### src/rtl/seg_pkg.sv
// seg_pkg: scanner FSM encoding and active-low {g,f,e,d,c,b,a} hex glyph table.
package seg_pkg;
    typedef enum logic [1:0] {BLANK, LOAD, SHOW} state_t;
    localparam logic [6:0] SEG_OFF = 7'h7F;
    localparam logic [6:0] GLYPHS [16] = '{
        7'h40, 7'h79, 7'h24, 7'h30, 7'h19, 7'h12, 7'h02, 7'h78,
        7'h00, 7'h10, 7'h08, 7'h03, 7'h46, 7'h21, 7'h06, 7'h0E
    };
endpackage

### src/rtl/hex_to_seg7.sv
// hex_to_seg7: combinational nibble to active-low seven-segment glyph decoder.
module hex_to_seg7
    import seg_pkg::*;
(
    input  logic [3:0] nib,
    output logic [6:0] seg
);
    assign seg = GLYPHS[nib];
endmodule

### src/rtl/seven_seg_scanner.sv
// seven_seg_scanner: multiplexed common-anode display driver with inter-digit blanking.
// Optional SEG_LEADING_ZERO_BLANK_EN darkens leading zero digits (digit 0 always shown).
module seven_seg_scanner
    import seg_pkg::*;
#(
    parameter int NUM_DIGITS   = 4,
    parameter int BLANK_CYCLES = 4
) (
    input  logic                    clk,
    input  logic                    rst_n,
    input  logic                    scan_clk,
    input  logic [4*NUM_DIGITS-1:0] value,
    input  logic [NUM_DIGITS-1:0]   dp_in,
    input  logic [NUM_DIGITS-1:0]   digit_en,
    output logic [NUM_DIGITS-1:0]   an,
    output logic [6:0]              seg,
    output logic                    dp
);
    localparam int IW = $clog2(NUM_DIGITS);
    localparam int CW = $clog2(BLANK_CYCLES + 1);

    state_t          state, state_d;
    logic [IW-1:0]   idx, idx_d;
    logic [CW-1:0]   cnt, cnt_d;
    logic [3:0]      nib, nib_d;
    logic            dpl, dpl_d, enl, enl_d;
    logic            scan_q, tick, lz, show_d;
    logic [6:0]      glyph;

    assign tick   = scan_clk & ~scan_q;
    assign show_d = (state_d == SHOW);

`ifdef SEG_LEADING_ZERO_BLANK_EN
    assign lz = (idx != '0) && ((value >> (4 * idx)) == '0);
`else
    assign lz = 1'b0;
`endif

    // Decode the nibble that will be on display after this edge so outputs stay registered
    hex_to_seg7 u_dec (
        .nib (nib_d),
        .seg (glyph)
    );

    always_comb begin
        state_d = state;
        idx_d   = idx;
        cnt_d   = cnt;
        nib_d   = nib;
        dpl_d   = dpl;
        enl_d   = enl;
        case (state)
            BLANK: begin
                cnt_d = cnt + 1'b1;
                if (cnt == CW'(BLANK_CYCLES - 1)) begin
                    state_d = LOAD;
                    cnt_d   = '0;
                end
            end
            LOAD: begin
                nib_d   = value[4*idx +: 4];
                dpl_d   = dp_in[idx];
                enl_d   = digit_en[idx] & ~lz;
                state_d = SHOW;
            end
            SHOW: begin
                if (tick) begin
                    state_d = BLANK;
                    idx_d   = (idx == IW'(NUM_DIGITS - 1)) ? '0 : idx + 1'b1;
                end
            end
            default: state_d = BLANK;
        endcase
    end

    always_ff @(posedge clk or negedge rst_n) begin
        if (!rst_n) begin
            state  <= BLANK;
            idx    <= '0;
            cnt    <= '0;
            scan_q <= 1'b0;
            nib    <= '0;
            dpl    <= 1'b0;
            enl    <= 1'b0;
            an     <= '1;
            seg    <= SEG_OFF;
            dp     <= 1'b1;
        end else begin
            state  <= state_d;
            idx    <= idx_d;
            cnt    <= cnt_d;
            scan_q <= scan_clk;
            nib    <= nib_d;
            dpl    <= dpl_d;
            enl    <= enl_d;
            an     <= show_d ? ~(NUM_DIGITS'(1) << idx_d) : '1;
            seg    <= (show_d && enl_d) ? glyph : SEG_OFF;
            dp     <= (show_d && enl_d) ? ~dpl_d : 1'b1;
        end
    end
endmodule

### config.mk
export PLATFORM = sky130hd
export DESIGN_NAME = seven_seg_scanner
export DESIGN_NICKNAME = d
export VERILOG_FILES = /design/src/rtl/seg_pkg.sv /design/src/rtl/hex_to_seg7.sv /design/src/rtl/seven_seg_scanner.sv
export SDC_FILE = /design/constraint.sdc
export NUM_CORES = 1
export LEC_CHECK = 0
export ABC_CLOCK_PERIOD_IN_PS = 4730
export BUFFER_PORTS_ARGS = -buffer_cell sky130_fd_sc_hd__buf_2
export CAP_MARGIN = 10
export CELL_PAD_IN_SITES_DETAIL_PLACEMENT = 0
export CELL_PAD_IN_SITES_GLOBAL_PLACEMENT = 2
export CORE_MARGIN = 2
export CORE_UTILIZATION = 34
export DETAILED_ROUTE_END_ITERATION = 10
export PLACE_DENSITY = 0.89
export REMOVE_ABC_BUFFERS = 1
export SYNTH_ARGS = -nofsm -noshare
export SYNTH_HDL_FRONTEND = slang
export SYNTH_SLANG_ARGS = --single-unit
### constraint.sdc
create_clock -name clk -period 4.73 [get_ports clk]
set_clock_uncertainty 0.1 [all_clocks]
set_input_delay 0.946 -clock clk [delete_from_list [all_inputs] [get_ports clk]]
set_output_delay 0.946 -clock clk [all_outputs]
set_load 0.01 [all_outputs]
==> results of run 1 <==
## cells by family (layout without fill, tap and decap cells)
| kind of cell | after synthesis | in the layout | share of synthesized area (%) |
|---|---|---|---|
| buffers and inverters | 16 | 53 | 5.305 |
| AND/OR/NAND/NOR | 45 | 45 | 15.83 |
| adder cells (fa/ha/maj) | 8 | 8 | 7.195 |
| multiplexers | 11 | 11 | 13.40 |
| AO/OA/AOI/OAI | 22 | 22 | 10.43 |
| flip-flops | 26 | 26 | 47.84 |
## flip-flops by register name (all words and copies together), names as in the netlist
name / flops
nib: 4
cnt: 3
an: 4
state: 2
seg: 7
idx: 2
enl: 1
scan_q: 1
dpl: 1
dp: 1
## worst paths after layout
kind / endpoint / slack (ps) / cells past startpoint
max: seg[3]$_DFF_PN1_ / 2130 / 8
min: enl$_DFF_PN0_ / 380 / 2
max reg2reg: seg[3]$_DFF_PN1_ / 2130 / 8
min reg2reg: enl$_DFF_PN0_ / 380 / 2
max in group asynchronous: cnt[1]$_DFFE_PN0P_ / 3570 / 1
min in group asynchronous: idx[1]$_DFF_PN0_ / 570 / 1
## layout make-up
cell class                      instances  share of cell area, %
Sequential cell                        26                  39.94
Tap cell                               50                  3.754
Inverter                               11                  2.477
Multi-Input combinational cell         86                  39.11
Clock buffer                            4                  3.303
Timing Repair Buffer                   38                  11.41
## layer usage
layer | up-vias | wire (µm) | share of wire, % | GRT usage, %
met5 | - | 0 | 0 | 0
met2 | 31 | 1550 | 51 | 25.73
met3 | 2 | 115 | 3.8 | 2.632
li1 | 525 | - | - | -
met4 | 0 | 27 | 0.89 | 4.500
met1 | 513 | 1350 | 44 | 18.07
## per-stage QoR
step | utilization (%) | cell area (µm²) | cells
5_1_grt | 41.97 | 1667 | 215
4_1_cts | 41.97 | 1667 | 215
2_1_floorplan | - | 1359 | 123
3_5_place_dp | 40.58 | 1612 | 211
3_3_place_gp | 40.58 | 1612 | 211
6_report | 41.97 | 1667 | 215
## power breakdown
| group | leakage [nW] | total [mW] | internal (mW) | switching, mW |
|---|---|---|---|---|
| Combinational | 0.420 | 0.521 | 0.215 | 0.306 |
| Clock | 0.0288 | 0.143 | 0.0743 | 0.0686 |
| Sequential | 0.300 | 0.393 | 0.327 | 0.0662 |
## worst max-delay path, stage by stage (launching register included)
cell and delay (ps):
sky130_fd_sc_hd__dfrtp_1 680, sky130_fd_sc_hd__mux4_2 570, sky130_fd_sc_hd__mux2_2 340, sky130_fd_sc_hd__inv_1 150
sky130_fd_sc_hd__ha_1 160, sky130_fd_sc_hd__inv_1 40, sky130_fd_sc_hd__nor3_1 180, sky130_fd_sc_hd__a2111oi_0 90
sky130_fd_sc_hd__a31oi_1 200
## cells in the mapped netlist (4+ instances only)
cell type / instances
sky130_fd_sc_hd__dfrtp_1: 14
sky130_fd_sc_hd__o21ai_0: 5
sky130_fd_sc_hd__inv_1: 10
sky130_fd_sc_hd__a21oi_1: 6
sky130_fd_sc_hd__nand2b_1: 4
sky130_fd_sc_hd__mux2i_1: 4
sky130_fd_sc_hd__nand2_1: 15
sky130_fd_sc_hd__mux4_2: 5
sky130_fd_sc_hd__nand3_1: 5
sky130_fd_sc_hd__dfstp_2: 12
sky130_fd_sc_hd__nor2_1: 8
sky130_fd_sc_hd__ha_1: 8
==> results, run 1 <==
- The flow ran to the end, and the final reports show no timing, DRC or antenna violations.
- The number of global-route vias before repair came to around 1100.
- The area of the die is about 4600 µm².
- Leaving out fill and tap cells, the most frequent cell in the layout is sky130_fd_sc_hd__buf_2.
- The post-synthesis sequential element count is 26.
- The worst hold path belongs to the class reg2reg.
- The final estimated routing congestion in global placement is around 0.9.
- The post-synthesis instance area is ~1400 µm².
- The final critical-path setup slack is 2131 ps.
- TritonCTS built the clock tree.
- In this run the number of H-tree levels came out at 1.
- Once the clock tree was built, the setup fixing pass inserted 0 buffers.
- Along the worst path, the maximum fanout reaches 10.
- The initial antenna violation count is 0.
- The worst hold path begins at enl$_DFF_PN0_.
- The fraction of layout cells with a size suffix above 1 is between 30% and 40%.
- The cell at the root of the clock tree is sky130_fd_sc_hd__clkbuf_8.
- Timing analysis after detailed placement gives a worst setup slack of 1908 ps.
- In this run the mean area of a mapped cell was between 10 and 15 µm².
- The detail-routed via count per cell is 4.981.
- The number of flops mapped to enable cells by yosys is 0.
- The clock slew seen by the registers of the worst setup and hold paths is 90 ps.
- The sequential fraction of the synthesis area is 47.84%.
- Buffers inserted to repair hold after CTS numbered 0.
- The async set-or-reset flop fraction in the synthesized netlist is 100.0%.
- The wire length of the first global-routing pass is 5085 µm.
- The number of fill cells in the layout is 387.
- For this run, the leading register cell type out of synthesis is sky130_fd_sc_hd__dfrtp_1.
- The clock passes through at most 2 buffers.
- The area of the multi-input gates is 651.9 µm².
- The maximum clock frequency is slightly below 0.4 GHz.
- Summed over its instances, the top area cell type makes up 25.18% of the synthesized netlist area.
- The startpoint identified for the worst register-to-register timing path is idx[0]$_DFF_PN0_.
- Summing all flip-flop and latch instances after layout gives ~670 µm².
- The number of core rows is 23.
- The worst slew margin relative to its limit is between 50% and 60%.
- Across the VDD grid, the largest voltage drop is 193.3 µV.
- The post-layout minimum cycle time is 2599 ps.
- The number of warnings issued by yosys is 0.
- The iteration count of the initial detailed-routing pass is 4.
- The worst setup path is captured at a flop.
- The port buffer count is 38.
- The launching element type of the critical path is a flop.
- Clock latency on the worst-skew pair, taken at its later pin, is between 200 and 300 ps.
- The number of hold-slack violations in the final timing report was 0.
- The power per cell area is 634.1 nW/µm².
- The number of clock buffers added by TritonCTS is 3.
- The sum of net half-perimeters after detailed placement is between 2000 and 2500 µm.
- In the finished design, the share of the clock period the worst path needs comes to between 50% and 60%.
- The arrival time at the worst endpoint is 2680 ps.
- The worst setup path category is reg2reg.
- The first routing iteration left 37 violations.
- Setup violations remaining at the end of the flow were counted as 0.
- After layout, the design draws a total of 1.057 mW.
- Final hold analysis gives a worst-case slack of roughly 380 ps.
- The total clock sinks is 26.
- Entering global routing, the biggest net connects 27 pins.
- The die width is between 60 and 70 µm.
- The total area inside the core boundary comes to 3971 µm².
- The max-capacitance violation count is 0.
- After detailed routing, the total wire length is ~3000 µm.
- In this run the worst setup path begins at idx[0]$_DFF_PN0_.
- After technology mapping, the gate count stands at between 100 and 150.
- At the pin with the least slew margin, the transition time is ~660 ps.
- Synthesis instantiated 37 different standard cells from the library.
- In this run the remaining antenna-violating nets after routing total 0.
- For this run the aggregate overflow at the end of global routing stands at 0.
- The per-cell routed wire length is ~14 µm.
- Setup repair after global routing left no endpoint under its margin.
- The aggregate negative setup slack is 0 ps.
- At the worst endpoint, the required time is 4810 ps.
- The diode insertion count for antenna repair is 0.
- The largest total area in the synthesized netlist belongs to sky130_fd_sc_hd__dfrtp_1.
- In the routed design, unresolved DRC markers number 0.
- The routed layout has about 1100 vias.
- For this configuration, the core starts out at a cell density of a little over a third.
- The area overhead of the layout relative to synthesis is 19.78%.
- Measured along the y axis, the die boundary spans between 60 and 70 µm.
- In the layout the commonest cells are 38 x sky130_fd_sc_hd__buf_2, 15 x sky130_fd_sc_hd__nand2_1, 14 x sky130_fd_sc_hd__dfrtp_1.
- The number of max-slew violations in the final report is 0.
- The layout net count is between 200 and 250.
- For this design the top-level I/O count stands at 39.
- In the post-synthesis netlist, the biggest area contributors are sky130_fd_sc_hd__dfrtp_1 25%, sky130_fd_sc_hd__dfstp_2 23%, sky130_fd_sc_hd__mux4_2 8.1%.
- Once the clock tree was built, the resizer swapped 0 gates to a different size.
- The overall track demand over capacity in global routing is 14.61%.
- In this run the static leakage power is 0.7486 nW.
No activity file was read; power rests on OpenSTA's default activity.
==> inputs of run 2 (changes only) <==
Settings changed: ABC_CLOCK_PERIOD_IN_PS 4730 to 2300, CORE_UTILIZATION 34 to 29, PLACE_DENSITY 0.89 to 0.81.
Clock period 4.73 ns to 2.3 ns, I/O delays scaled along.
==> run 2 against run 1 <==
Against the previous run: first-iteration DRC count is 14% lower; count of clock-buffer cells in the layout stayed put; non-clock buffer count is 11 higher; critical path type unchanged; sequential power is 91% higher; die area is 16% higher; via count is 3.7% higher.
==> results, run 2 (same netlist as run 1, synthesis figures left out) <==
- The global route total overflow came to 0 (unchanged).
- The worst slew margin relative to its limit was 62.61% (+6.6 points).
- The antenna violation net count after detailed routing came to 0 (unchanged).
- The sum of net half-perimeters after detailed placement came to 2344 µm (-0.32%).
- The number of remaining DRC errors is 0 (unchanged).
- The final estimated routing congestion in global placement is 0.7816 (-13%).
- The CTS tree is yes.
- The largest net degree at the start of global routing is 27 (unchanged).
- The initial detailed-routing violation count is 32 (-14%).
- The via count was 1111 (+3.7%).
- The maximum buffer depth of the clock tree is 2 (unchanged).
- The detail-routed via count per cell came to 4.830 (-3.0%).
- The port buffer count came to 38 (unchanged).
- The I/O pin count came to 39 (unchanged).
- The run finished with clean final reports.
- The clock buffer count from CTS is 3 (unchanged).
- The total clock sinks came to 26 (unchanged).
- The die boundary height came to 73.27 µm (+7.8%).
- The cell count after placement came to 225 (+6.6%).
- STA classifies the critical path startpoint as a flop.
- The maximum clock frequency was 0.4593 GHz (+19%).
- The starting density of the core came to 29.85% (-5.2 points).
- The element type at the critical path end is a flop.
- The final instance area is 1773 µm² (+6.4%).
- The highest ir drop seen on vdd is 514.7 µV (+170%).
- The per-cell routed wire length is 13.00 µm (-8.2%).
- The wire length of the first global-routing pass is 5168 µm (+1.6%).
- The post-layout minimum cycle time came to 2177 ps (-421.8 ps).
- The critical path in this run is classified as reg2reg.
- The register with the most flip-flops in the final layout is seg.
- Leaving out fill and tap cells, the most frequent cell in the layout is sky130_fd_sc_hd__buf_2.
- The overall track demand over capacity in global routing is 12.56% (-2.0 points).
- The iteration count of the initial detailed-routing pass is 4 (unchanged).
- The total wire length after detailed routing came to 2990 µm (-1.8%).
- The area of the die is 5368 µm² (+16%).
- Leaving out fill and tap cells, the most frequent cells in the layout are 38 x sky130_fd_sc_hd__buf_2, 14 x sky130_fd_sc_hd__nand2_1, 13 x sky130_fd_sc_hd__dfrtp_1.
- The number of core rows is 25 (+8.7%).
- The number of hold-slack violations in the final timing report came to 0 (unchanged).
- The diode insertion count for antenna repair is 0 (unchanged).
- The number of global-route vias before repair came to 1128 (+3.2%).
- The count of non-filler cells in the finished layout came to 230 (+7.0%).
- The number of failing setup endpoints in the final timing report is 0 (unchanged).
- The final critical-path share of the clock period was 94.66% (+40 points).
- Compared with the post-synthesis result, the final layout area differs by 27.43%.
- The power per cell area is 1331 nW/µm² (+110%).
- The flip-flop count of the largest register, all copies and words added was 7 (unchanged).
- The maximum fanout along the worst path is 5 (-5).
- The overall power consumption was 2.360 mW (+120%).
- The core area was 4661 µm² (+17%).
- The arrival time at the worst endpoint is 2290 ps (-390 ps).
- The clock latency on the worst-skew pair is 270 ps (about the same).
- The fraction of layout cells with a size suffix above 1 came to 45.45% (+6.1 points).
- The min-delay analysis places its worst path in the category in2async.
- The max-capacitance violation count is 0 (unchanged).
- The largest registers in the layout are seg x7, an x4, nib x4.
- The number of max-slew violations in the final report was 0 (unchanged).
- The number of levels the H-tree was split into is 1 (unchanged).
- The placed instance area is 1692 µm² (+5.0%).
- The static leakage came to 0.8076 nW (+7.9%).
- The worst endpoint required time is 2410 ps (-2400 ps).
- The die width is 73.27 µm (+7.8%).
- The layout net count was 212 (+5.5%).
- The initial antenna violation count is 0 (unchanged).
- In this run the clock root is driven by a sky130_fd_sc_hd__clkbuf_8.
- The worst-margin pin slew was 560.8 ps (-97.46 ps).
- The clock slew seen by the registers of the worst setup and hold paths came to 90 ps (about the same).
==> run 2: per-layer routing <==
layer / track usage, % / part of all wire [%] / vias up
met2: 21.82 / 51 / 26
met3: 1.646 / 3.8 / 4
met5: 0 / 0 / -
met1: 15.48 / 43 / 542
met4: 5.556 / 1.5 / 0
li1: - / - / 539
==> run 2: where the power goes <==
part	internal, mW	total, mW	switching (mW)
clock	0.153	0.294	0.141
combinational	0.576	1.32	0.740
sequential	0.676	0.750	0.0748
==> run 2: cell type report <==
cell class                      count  area [µm²]
Clock buffer                        4       55.05
Tap cell                           54       67.56
Multi-Input combinational cell     86       669.4
Sequential cell                    26       666.9
Timing Repair Buffer               49       272.8
Fill cell                         472        2888
Inverter                           11       41.29
==> run 2: what timing repair did <==
item,CTS,global route
setup endpoints to repair,0,6
endpoints found under the hold margin,0,0
hold buffers,0,0
gates resized for setup,0,6
buffers inserted,0,1
==> run 2: through the flow <==
step / hold slack (ps) / utilization, % / worst slack [ps] / setup TNS [ps]
2_1_floorplan: 64.41 / - / -57.94 / -57.94
6_report: 69.30 / 38.04 / 122.9 / 0
3_3_place_gp: 355.5 / 36.30 / -9.694 / -9.694
4_1_cts: 88.99 / 37.48 / 11.21 / 0
3_5_place_dp: 358.7 / 36.30 / -14.83 / -14.83
5_1_grt: 107.7 / 38.04 / -4.763 / -4.763
==> run 2: critical path, stage by stage, from the launching register on <==
cell and delay, ps:
sky130_fd_sc_hd__dfrtp_2 410, sky130_fd_sc_hd__mux4_2 500, sky130_fd_sc_hd__mux2_4 310, sky130_fd_sc_hd__ha_1 240, sky130_fd_sc_hd__or3_1 370, sky130_fd_sc_hd__a21o_1 180
==> run 2: final timing paths <==
path / slack (ps) / to / depth (start not counted) / startpoint
worst min-delay path: 70 / nib[1]$_DFF_PN0_ / 1 / rst_n
worst min register to register: 380 / enl$_DFF_PN0_ / 2 / enl$_DFF_PN0_
min in group clk: 210 / scan_q$_DFF_PN0_ / 1 / scan_clk
worst max register to register: 120 / seg[0]$_DFF_PN1_ / 5 / idx[0]$_DFF_PN0_
max in group asynchronous: 1630 / idx[0]$_DFF_PN0_ / 1 / rst_n
worst max-delay path: 120 / seg[0]$_DFF_PN1_ / 5 / idx[0]$_DFF_PN0_
